## src/rtl/oled_pkg.sv

```systemverilog
// Shared OLED panel geometry, RGB565 colour constants and the pixel streamer FSM encoding.
package oled_pkg;

   localparam int OLED_WIDTH  = 96;
   localparam int OLED_HEIGHT = 64;
   localparam int OLED_PIXELS = OLED_WIDTH * OLED_HEIGHT;

   localparam logic [15:0] RED   = 16'hF800;
   localparam logic [15:0] BLUE  = 16'h001F;
   localparam logic [15:0] WHITE = 16'hFFFF;
   localparam logic [15:0] BLACK = 16'h0000;

   typedef enum logic [1:0] {
      ST_IDLE,
      ST_FETCH,
      ST_SHIFT,
      ST_GAP
   } oled_state_e;

endpackage

```

## src/rtl/spi_shift_tx.sv

```systemverilog
// 16-bit MSB-first SPI shifter with SCLK divider; a word takes 32*CLK_DIV cycles from load.
// done is high in the word's final cycle so a same-cycle load keeps the bit stream gapless.
module spi_shift_tx #(
   parameter int CLK_DIV = 4
) (
   input  logic        clock,
   input  logic        reset,
   input  logic        load,
   input  logic [15:0] load_dat,
   output logic        sclk,
   output logic        sdin,
   output logic        done
);

   localparam int DIV_W = $clog2(CLK_DIV) + 1;

   logic [15:0]      shreg_q, shreg_d;
   logic [3:0]       bit_q, bit_d;
   logic [DIV_W-1:0] div_q, div_d;
   logic             sclk_q, sclk_d;
   logic             act_q, act_d;
   logic             phase_end;

   always_comb begin
      phase_end = (div_q == DIV_W'(CLK_DIV - 1));
      done      = act_q && sclk_q && phase_end && (bit_q == 4'd15);
      shreg_d   = shreg_q;
      bit_d     = bit_q;
      div_d     = div_q;
      sclk_d    = sclk_q;
      act_d     = act_q;
      if (load) begin
         shreg_d = load_dat;
         bit_d   = 4'd0;
         div_d   = '0;
         sclk_d  = 1'b0;
         act_d   = 1'b1;
      end else if (act_q) begin
         if (!phase_end) begin
            div_d = div_q + 1'b1;
         end else begin
            div_d = '0;
            if (!sclk_q) begin
               sclk_d = 1'b1;
            end else begin
               shreg_d = {shreg_q[14:0], 1'b0};
               bit_d   = bit_q + 4'd1;
               // After the last bit SCLK simply stays high, which is its idle level.
               if (bit_q == 4'd15) act_d = 1'b0;
               else                sclk_d = 1'b0;
            end
         end
      end
   end

   always_ff @(posedge clock or posedge reset) begin
      if (reset) begin
         shreg_q <= '0;
         bit_q   <= '0;
         div_q   <= '0;
         sclk_q  <= 1'b1;
         act_q   <= 1'b0;
      end else begin
         shreg_q <= shreg_d;
         bit_q   <= bit_d;
         div_q   <= div_d;
         sclk_q  <= sclk_d;
         act_q   <= act_d;
      end
   end

   assign sclk = sclk_q;
   assign sdin = shreg_q[15];

endmodule

```

## src/rtl/oled_pixel_streamer.sv

```systemverilog
// Streams whole frames of RGB565 pixels from the colour pipeline to the OLED over 4-wire SPI.
// The next pixel index is issued one word ahead so its data is ready at the word boundary.
module oled_pixel_streamer
   import oled_pkg::*;
#(
   parameter int WIDTH     = OLED_WIDTH,
   parameter int HEIGHT    = OLED_HEIGHT,
   parameter int CLK_DIV   = 4,
   parameter int PIX_LAT   = 2,
   parameter int FRAME_GAP = 16
) (
   input  logic        clock,
   input  logic        reset,
   input  logic        enable,
   output logic [12:0] pixel_index,
   input  logic [15:0] pixel_data,
   output logic        oled_cs,
   output logic        oled_sclk,
   output logic        oled_sdin,
   output logic        oled_dc,
   output logic        frame_begin,
   output logic        sending_pixels,
   output logic        busy
);

   localparam int          NPIX     = WIDTH * HEIGHT;
   localparam logic [12:0] LAST_IDX = 13'(NPIX - 1);
   localparam int          CNT_MAX  = (PIX_LAT > FRAME_GAP) ? PIX_LAT : FRAME_GAP;
   localparam int          CNT_W    = $clog2(CNT_MAX + 1) + 1;

   oled_state_e      state_q, state_d;
   logic [12:0]      idx_q, idx_d;
   logic [12:0]      pix_q, pix_d;
   logic [CNT_W-1:0] cnt_q, cnt_d;
   logic             cs_q, cs_d;
   logic             fb_q, fb_d;
   logic             snd_q, snd_d;
   logic             busy_q, busy_d;
   logic             load;
   logic             done;
   logic [13:0]      idx_next2;

   always_comb begin
      state_d   = state_q;
      idx_d     = idx_q;
      pix_d     = pix_q;
      cnt_d     = cnt_q;
      cs_d      = cs_q;
      fb_d      = 1'b0;
      snd_d     = snd_q;
      load      = 1'b0;
      idx_next2 = {1'b0, pix_q} + 14'd2;
      case (state_q)
         ST_IDLE: begin
            if (enable) begin
               state_d = ST_FETCH;
               fb_d    = 1'b1;
               idx_d   = 13'd0;
               cnt_d   = '0;
            end
         end
         ST_FETCH: begin
            // Index 0 was issued on entry; its data has settled once PIX_LAT cycles have passed.
            if (cnt_q == CNT_W'(PIX_LAT)) begin
               load    = 1'b1;
               cs_d    = 1'b0;
               snd_d   = 1'b1;
               pix_d   = 13'd0;
               idx_d   = (LAST_IDX > 13'd0) ? 13'd1 : 13'd0;
               state_d = ST_SHIFT;
            end else begin
               cnt_d = cnt_q + 1'b1;
            end
         end
         ST_SHIFT: begin
            if (done) begin
               if (pix_q == LAST_IDX) begin
                  cs_d    = 1'b1;
                  snd_d   = 1'b0;
                  idx_d   = 13'd0;
                  cnt_d   = '0;
                  state_d = ST_GAP;
               end else begin
                  load  = 1'b1;
                  pix_d = pix_q + 13'd1;
                  idx_d = (idx_next2 > {1'b0, LAST_IDX}) ? LAST_IDX : idx_next2[12:0];
               end
            end
         end
         ST_GAP: begin
            if (cnt_q == CNT_W'(FRAME_GAP - 1)) state_d = ST_IDLE;
            else                                cnt_d   = cnt_q + 1'b1;
         end
         default: state_d = ST_IDLE;
      endcase
      busy_d = (state_d != ST_IDLE);
   end

   always_ff @(posedge clock or posedge reset) begin
      if (reset) begin
         state_q <= ST_IDLE;
         idx_q   <= '0;
         pix_q   <= '0;
         cnt_q   <= '0;
         cs_q    <= 1'b1;
         fb_q    <= 1'b0;
         snd_q   <= 1'b0;
         busy_q  <= 1'b0;
      end else begin
         state_q <= state_d;
         idx_q   <= idx_d;
         pix_q   <= pix_d;
         cnt_q   <= cnt_d;
         cs_q    <= cs_d;
         fb_q    <= fb_d;
         snd_q   <= snd_d;
         busy_q  <= busy_d;
      end
   end

   spi_shift_tx #(
      .CLK_DIV (CLK_DIV)
   ) u_tx (
      .clock    (clock),
      .reset    (reset),
      .load     (load),
      .load_dat (pixel_data),
      .sclk     (oled_sclk),
      .sdin     (oled_sdin),
      .done     (done)
   );

   assign pixel_index    = idx_q;
   assign oled_cs        = cs_q;
   assign oled_dc        = 1'b1;
   assign frame_begin    = fb_q;
   assign sending_pixels = snd_q;
   assign busy           = busy_q;

endmodule

```

## config.mk

```make
export PLATFORM = sky130hd
export DESIGN_NAME = oled_pixel_streamer
export DESIGN_NICKNAME = d
export VERILOG_FILES = /design/src/rtl/oled_pkg.sv /design/src/rtl/spi_shift_tx.sv /design/src/rtl/oled_pixel_streamer.sv
export SDC_FILE = /design/constraint.sdc
export NUM_CORES = 1
export LEC_CHECK = 0
export ABC_AREA = 0
export ABC_CLOCK_PERIOD_IN_PS = 2680
export CORE_MARGIN = 2
export CORE_UTILIZATION = 32
export DETAILED_ROUTE_END_ITERATION = 10
export HOLD_SLACK_MARGIN = 0.12
export PLACE_DENSITY = 0.53
export REMOVE_ABC_BUFFERS = 1
export SYNTH_ARGS = -nofsm -noshare
export SYNTH_HDL_FRONTEND = slang
export SYNTH_SLANG_ARGS = --single-unit
export TNS_END_PERCENT = 100
```

## constraint.sdc

```tcl
create_clock -name clock -period 2.68 [get_ports clock]
set_input_delay 0.536 -clock clock [delete_from_list [all_inputs] [get_ports clock]]
set_output_delay 0.536 -clock clock [all_outputs]
set_load 0.1 [all_outputs]
```

; Word level (Yosys, flattened, before mapping)
; Index checks and enable logic that the tools add are counted.
[totals]
reg_bits = 63
inputBits = 19
elab_cells = 107
[op_classes]
addsub = 5
magnitude_cmp = 1
eq_ne = 15
muxes = 57
n_reduce_logical = 16
[op_table]
columns = operator, count
row1 = 2-to-1 mux 13 bit, 8
row2 = 2-to-1 mux 16 bit, 4
row3 = one-hot mux 13 bit (3 select lines), 1
row4 = 2-to-1 mux 6 bit, 5
row5 = one-hot mux 13 bit (2 select lines), 1
row6 = one-hot mux 6 bit (4 select lines), 1
row7 = 2-to-1 mux 1 bit, 21
row8 = 2-to-1 mux 4 bit, 4
row9 = adder 13 x 2 -> 14 bit (second input constant), 1
row10 = > comparator 14 x 13 -> 1 bit (second input constant), 1
row11 = != test 2 bit (second input constant), 7
row12 = adder 13 x 1 -> 13 bit (second input constant), 1
row13 = equality test 13 bit (second input constant), 1
row14 = AND reduction 4 bit, 3
row15 = 2-to-1 mux 2 bit, 5
row16 = nonzero test 2 bit, 5
row17 = 2-to-1 mux 3 bit, 3
row18 = one-hot mux 2 bit (4 select lines), 1
row19 = adder 6 x 1 -> 6 bit (second input constant), 1
row20 = equality test 6 x 2 -> 1 bit (second input constant), 1
row21 = equality test 6 x 4 -> 1 bit (second input constant), 1
row22 = one-hot mux 1 bit (2 select lines), 3
row23 = AND reduction 5 bit, 1
row24 = adder 4 x 1 -> 4 bit (second input constant), 1
row25 = other kinds (10), 13

; Logic depth before layout (Yosys ltp)
; Gate-level depths: netlist (run 1).
[depth]
word_depth = 7
depth_mapped = 9
ltp_nobuf = 7

; Cells and area by module
; From an unflattened synthesis (run 1), not the netlist that was laid out.
[hier_totals]
hier_cells = 344
hier_area_um2 = 3390.8
[modules_own_cells]
columns = module, n_inst, cells_each, area_each_um2
row1 = oled_pixel_streamer, 1, 231, 2210.9
row2 = spi_shift_tx, 1, 113, 1179.9

; Worst setup path after synthesis (run 1)
; OpenSTA, ideal clock, no wires.
[synth_path]
path_kind = reg2reg
from = register u_tx.sclk_q (netlist: u_tx.sclk)
to = register cnt_q[5]
arrival_ns = 2.348
t_required_ns = 2.576
setup_slack_ns = 0.229
stages_incl_launch_ff = 7
path_cell_list = dfstp_2 > nand4b_1 > or2_0 > o31a_1 > or2_0 > buf_2 > o41ai_2
[synth_via]
elab_chain_len = 5
[synth_rtl]
columns = element, line_no
row1 = "start, declared", spi_shift_tx.sv:20  ; logic sclk_q, sclk_d;
row2 = "start signal, assigned", spi_shift_tx.sv:67  ; sclk_q <= sclk_d;
row3 = logical AND 1 bit (3 in series), spi_shift_tx.sv:26  ; done = act_q && sclk_q && phase_end && (bit_q == 4'd15);
row4 = != test 2 bit (no source line), --
row5 = AND reduction 5 bit (no source line), --
row6 = "end signal, assigned", oled_pixel_streamer.sv:113  ; cnt_q <= cnt_d;
row7 = "end, declared", oled_pixel_streamer.sv:34  ; logic [CNT_W-1:0] cnt_q, cnt_d;
; No other way between the ends.
; A chain may end at the register's enable or synchronous reset.

; Worst setup path in the final report (run 1)
[layout_path]
from = register pix_q[1]
to = register cnt_q[5]
[layout_via]
elab_chain_len = 3
[layout_rtl]
columns = element, line_no
row1 = "start, declared", oled_pixel_streamer.sv:33  ; logic [12:0] pix_q, pix_d;
row2 = "start signal, assigned", oled_pixel_streamer.sv:112  ; pix_q <= pix_d;
row3 = equality test 13 bit, oled_pixel_streamer.sv:77  ; if (pix_q == LAST_IDX) begin
row4 = != test 2 bit (no source line), --
row5 = AND reduction 5 bit (no source line), --
; No other way between the ends.

==> metrics.md, run 1 <==
| Metric | Value |
|---|---|
| Status | completed |
| Min-delay src | oled_cs |
| Max cap viols | 0 |
| Die extent in y | 108 microns |
| Drt drc | 0 |
| Total gr overflow | 0 |
| Vias per cell | 5.00 |
| DR iter-0 viols | 118 |
| Total track usage | 15.0% |
| FP Rows | 37 |
| Initial antenna violation count | 0 |
| Max incr delay on CP | 0.59 ns |
| H-tree depth | 3 |
| Type of destination of the critical path | flop |
| Vias in the first global route | 2781 |
| Total CTS buffers | 9 |
| Root Driver | clkbuf_8 |
| Period utilisation layout | 92.2% |
| Worst Tran Pin Value | 0.720 ns |
| CP required | 2.93 ns |
| Post-DP Area | 4050 sq um |
| Post-placement setup slack | 0.159 ns |
| Share of layout cells above drive strength 1 | 20.2% |
| Pwr Total | 3.72 mW |
| I/O pin cnt | 39 |
| Hold-critical path endpoint | oled_cs |
| Clock Sink Count | 63 |
| RSZ-0062 raised after global routing | no |
| Hold depth | 2 |
| Clock buffer depth | 2 |
| Pleak | 1.96 nW |
| Nets | 445 |
| Synth top area cells | dfrtp_1 (44%), nand2_1 (8.0%), mux2_2 (4.9%), ha_1 (4.0%), nor2_1 (3.0%) |
| Die X | 108 microns |
| Ys async rst share | 100% |
| Worst R2R End | cnt_q[5] |
| Worst hold slack | 0.479 ns |
| # diodes | 0 |
| Synth Instances | 364 |
| PwrDens | 875 nW/um^2 |
| Hold/Removal Path Class | reg2reg |
| Crit path max-delay cell type | or4_1 |
| Drt pass-1 iters | 4 |
| Reg-to-Reg Start | pix_q[1] |
| Clock Skew | 0.0122 ns |
| Maximum vdd drop | 0.000405 V |
| WL per Instance | 14.3 microns |
| R2R setup slack | 0.21 ns |
| Synthesized flop and latch total | 63 |
| Detailed Route WL | 7950 microns |
| Max Freq | 405 MHz |
| Setup WS post-layout | 0.210 ns |
| CP Class | reg2reg |
| CTS clk-pin slew, worst paths | 0.08 ns |
| Slew headroom | 51.9% |
| CORE AREA | 10400 sq um |
| Cell type with the highest aggregate area in the netlist | dfrtp_1 |
| Avg Synthesized Cell Area | 9.51 sq um |
| Yosys cell types | 56 |
| Hold Buf Count CTS | 0 |
| Worst R2R Path Depth | 6 |
| Sum of negative setup slack | 0 ns |
| Warnings, synthesis | 0 |
| Port Buffers | 37 |
| Initial Util | 33.2% |
| Yosys top cell area share | 44.1% |
| Fill cells | 1034 |
| Fin. max-slew vios | 0 |
| Min Clock Period, post-route | 2.47 ns |
| Top FF cell, synth | dfrtp_1 |
| EDFF count, synth | 0 |
| CP Cell Sequence | ha_1 -> nand3_4 -> or4_1 -> o31a_1 -> or2_1 -> o41ai_2 |
| Detailed Place HPWL | 5600 microns |
| Largest net degree at the start of global routing | 33 |
| TritonCTS clock tree | built |
| Post-CTS setup buffers | 0 |
| Setup crit start kind | flop |
| CP max FO | 7 |
| Critical path arrival | 2.72 ns |
| First-pass GRT wire length | 13600 microns |
| Post-synthesis sequential area ratio | 45.6% |
| Syn Std Cell Area | 3460 sq um |
| Die ar. | 11700 sq um |
| Post-route antenna net violation count | 0 |
| Post-route cell area | 4250 sq um |
| Gpl congestion | 0.820 |
| # setup viols final | 0 |
| Hold Vio Cnt, Final | 0 |
| Clock Latency Late Sink | 0.36 ns |
| Syn-to-layout area delta | 22.9% |
| Vias | 2778 |
[worst max-delay path by stage]
stage | startpoint | end | slack, ns | depth (start not counted)
detailed placement | pix_q[1] | cnt_q[5] | 0.16 | 6
finish | pix_q[1] | cnt_q[5] | 0.21 | 6
global placement | pix_q[1] | cnt_q[5] | 0.22 | 6
floorplan | u_tx.sclk | pixel_index[0] | -0.60 | 5
CTS | pix_q[1] | cnt_q[5] | 0.13 | 6
global route | pix_q[1] | cnt_q[5] | 0.04 | 6
[flip-flops by register name (all words and copies together) (netlist names)]
name,flops
u_tx.shreg_q,16
pix_q,13
pixel_index,13
cnt_q,6
u_tx.bit_q,4
u_tx.div_q,3
state_q,2
busy,1
frame_begin,1
oled_cs,1
sending_pixels,1
u_tx.act_q,1
u_tx.sclk,1
[what timing repair did]
item | CTS | global route
endpoints found under the setup margin | 0 | 2
gates resized for setup | 0 | 1
endpoints found under the hold margin | 0 | 0
[stage by stage]
| step | std cells | utilization, % |
|---|---|---|
| floorplan | 347 | - |
| global placement | 540 | 38.8 |
| detailed placement | 540 | 38.8 |
| CTS | 556 | 40.8 |
| global route | 556 | 40.8 |
| finish | 556 | 40.8 |
[layout by cell type, fill, tap and decap left out, types with 3 or more instances in the layout]
| cell | instances |
|---|---|
| a21boi_0 | 3 |
| a21oi_1 | 5 |
| a22o_1 | 9 |
| and3_1 | 6 |
| buf_4 | 38 |
| clkbuf_8 | 10 |
| clkdlybuf4s50_1 | 18 |
| dfrtp_1 | 61 |
| ha_1 | 11 |
| inv_1 | 11 |
| mux2_2 | 15 |
| nand2_1 | 74 |
| nand2b_1 | 4 |
| nand3_1 | 11 |
| nand4_1 | 10 |
| nor2_1 | 28 |
| nor3_1 | 7 |
| nor4_1 | 4 |
| o21a_1 | 5 |
| o21ai_0 | 11 |
| o31ai_1 | 6 |
| or3_1 | 3 |
| xnor2_1 | 7 |
| xor2_1 | 11 |
[power breakdown]
part / switching, mW / internal [mW] / leakage [nW] / total, mW
combinational: 0.951 / 0.545 / 1.04 / 1.50
clock: 0.418 / 0.459 / 0.103 / 0.877
sequential: 0.164 / 1.18 / 0.815 / 1.35
[critical path, delay by kind of cell, from the launching register on]
family,cells,cell delay (ns)
simple gates,3,1.04
compound gates,2,0.65
flops,1,0.44
fa+ha+maj,1,0.25
[synthesized netlist by cell type (all sizes together), types with 7 or more instances]
| master | instances |
|---|---|
| ha | 11 |
| clkbuf | 9 |
| nand4 | 11 |
| buf | 8 |
| nor3 | 7 |
| xor2 | 11 |
| o21ai | 12 |
| xnor2 | 7 |
| nor2 | 28 |
| a22o | 9 |
| dfrtp | 61 |
| mux2 | 15 |
| inv | 12 |
| nand3 | 12 |
| nand2 | 74 |
[cells by family after synthesis]
| family | share of synthesized area, % |
|---|---|
| AOI/OAI and AO/OA | 14.4 |
| buffers and inverters | 3.51 |
| other | 0.108 |
| adders and majority gates | 3.98 |
| xor gates and xnor gates | 4.56 |
| and+or+nand+nor | 22.4 |
| muxes | 5.46 |
| DFF | 45.6 |
[layout make-up]
cell class              instances  area (sq um)  area share (%)
clock buffers                  10           138            3.24
clock inverters                 6          68.8            1.62
flip-flops and latches         63          1580            37.1
repair buffers                 57           485            11.4
well taps                     136           170            4.00
multi-input cells             272          1770            41.5
inverters                      12          45.0            1.06
[metal layers]
metal | up-vias | share of wire [%] | track usage [%]
met5 | - | 0 | 0
met4 | 0 | 2.4 | 7.23
met3 | 14 | 3.9 | 3.07
met2 | 49 | 46 | 23.0
met1 | 1334 | 47 | 20.3
li1 | 1381 | - | -
(Power assumes the default switching activity.)
==> run 2, diff against run 1 <==
- CORE_UTILIZATION: 32 -> 45
- PLACE_DENSITY: 0.53 -> 0.69
==> run 2 against run 1 <==
Compared with the run above: clock-buffer cell count down 1; final area fell by 1.9%; via count rose by 0.25%; combinational power is 3% lower; fmax is 3.9% lower; clock skew fell by 0.0029 ns; register-to-register slack worse by 0.10 ns; flip-flop and latch count stayed put; global-route usage up 3.5 points; hold slack got worse by 0.0075 ns; routed wire length decreased by 7.5%; non-clock buffer count fell by 3; critical path type unchanged; critical endpoint unchanged.
==> metrics.md, run 2 (same netlist as run 1, synthesis figures left out) <==
| Metric | Value |
|---|---|
| CP bufs+invs | 0 |
| Critical path arrival | 2.81 ns |
| Nets | 442 |
| Share of layout cells above drive strength 1 | 19.7% |
| TritonCTS clock tree | built |
| Cell count along the critical path | 6 |
| Hold Buf Count CTS | 0 |
| Worst Tran Pin Value | 0.731 ns |
| Hold depth | 2 |
| Critical path origin | pix_q[1] |
| Post-layout util | 56.9% |
| Post-route antenna net violation count | 0 |
| CORE AREA | 7330 sq um |
| # setup viols final | 0 |
| Fill cells | 646 |
| Max Freq | 389 MHz |
| Most common cell after layout, fill and taps aside | nand2_1 |
| Max incr delay on CP | 0.58 ns |
| Detailed Route WL | 7350 microns |
| Clock Skew | 0.00934 ns |
| CP Cell Sequence | ha_1 -> nand3_4 -> or4_1 -> o31a_1 -> or2_0 -> o41ai_2 |
| Pleak | 1.93 nW |
| Clock buffer depth | 2 |
| Die ar. | 8410 sq um |
| Crit path max-delay cell type | or4_1 |
| CP required | 2.92 ns |
| Clock Sink Count | 63 |
| DR iter-0 viols | 105 |
| Total CTS buffers | 9 |
| Post-DP Area | 3980 sq um |
| Root Driver | clkbuf_8 |
| Port Buffers | 37 |
| CP Class | reg2reg |
| Total gr overflow | 0 |
| Die extent in y | 91.7 microns |
| Drt drc | 0 |
| Dpl cells | 500 |
| Post-route cell area | 4170 sq um |
| Worst R2R Path Depth | 6 |
| Vias | 2785 |
| CP max FO | 7 |
| Non-filler cells, final | 516 |
| Maximum vdd drop | 0.000507 V |
| I/O pin cnt | 39 |
| Setup crit start kind | flop |
| Largest net degree at the start of global routing | 25 |
| Pwr Total | 3.64 mW |
| Sum of negative setup slack | 0 ns |
| Vias in the first global route | 2643 |
| Type of destination of the critical path | flop |
| Slew headroom | 50.8% |
| WL per Instance | 14.3 microns |
| Max cap viols | 0 |
| Status | completed |
| Worst path top cell family by delay | simple AND/OR/NAND/NOR gates |
| Die X | 91.7 microns |
| First-pass GRT wire length | 12500 microns |
| Hold/Removal Path Class | reg2reg |
| Post-CTS setup buffers | 0 |
| Clock Latency Late Sink | 0.34 ns |
| Detailed Place HPWL | 5290 microns |
| Min Clock Period, post-route | 2.57 ns |
| Total track usage | 18.5% |
| Vias per cell | 5.40 |
| Period utilisation layout | 96.0% |
| CTS clk-pin slew, worst paths | 0.07 ns |
| Syn-to-layout area delta | 20.6% |
| Number of cells upsized or downsized after cts | 0 |
| Hold Vio Cnt, Final | 0 |
| Most frequent cells in the layout | nand2_1 (74), dfrtp_1 (61), buf_4 (35) |
| Max reg flops | 16 |
| RSZ-0062 raised after global routing | no |
| Initial Util | 47.2% |
| Fin. max-slew vios | 0 |
| Initial antenna violation count | 0 |
| Most flops, register | u_tx.shreg_q |
| Reg-to-Reg Start | pix_q[1] |
| H-tree depth | 3 |
| PwrDens | 872 nW/um^2 |
| Gpl congestion | 0.825 |
| # diodes | 0 |
| Drt pass-1 iters | 4 |
| Min-delay src | oled_cs |
| FP Rows | 31 |
-- run 2: worst paths after layout --
path / slack, ns / endpoint
setup / recovery: 0.11 / cnt_q[5]
hold / removal: 0.47 / oled_cs
setup reg to reg: 0.11 / cnt_q[5]
hold reg to reg: 0.47 / oled_cs
max in group asynchronous: 1.51 / pix_q[8]
min in group asynchronous: 0.52 / pixel_index[6]
-- run 2: layout make-up --
type                       instances  area (sq um)  area share [%]
clock inverter                     7          72.6            1.74
sequential                        63          1580            37.8
clock buffer                       9           124            2.97
timing repair buffer              54           463            11.1
multi-input combinational        272          1770            42.3
tap                               99           124            2.97
inverter                          12          45.0            1.08
-- run 2: metrics by stage --
stage                     hold slack (ns)  setup slack (ns)
after floorplan                     0.485            -0.599
after global placement              0.462             0.244
after detailed placement            0.463             0.131
after CTS                           0.475             0.114
after global routing                0.494            0.0314
final                               0.472             0.108
-- run 2: worst register-to-register path: stages, from the launching register on --
cell,delay (ns)
dfrtp_1,0.44
ha_1,0.27
nand3_4,0.15
or4_1,0.58
o31a_1,0.33
or2_0,0.35
o41ai_2,0.36
-- run 2: metal layers --
metal | vias to the layer above | global-route usage (%) | wire (microns)
met5 | - | 0 | 0
met1 | 1336 | 26.2 | 3520
met2 | 55 | 28.2 | 3430
met4 | 0 | 6.09 | 108
met3 | 11 | 4.11 | 295
li1 | 1383 | - | -
-- run 2: power by group --
group | switching (mW) | leakage (nW) | internal (mW) | total [mW]
Clock | 0.391 | 0.0956 | 0.430 | 0.822
Sequential | 0.169 | 0.815 | 1.18 | 1.35
Combinational | 0.936 | 1.02 | 0.528 | 1.46
Total | 1.50 | 1.93 | 2.14 | 3.64
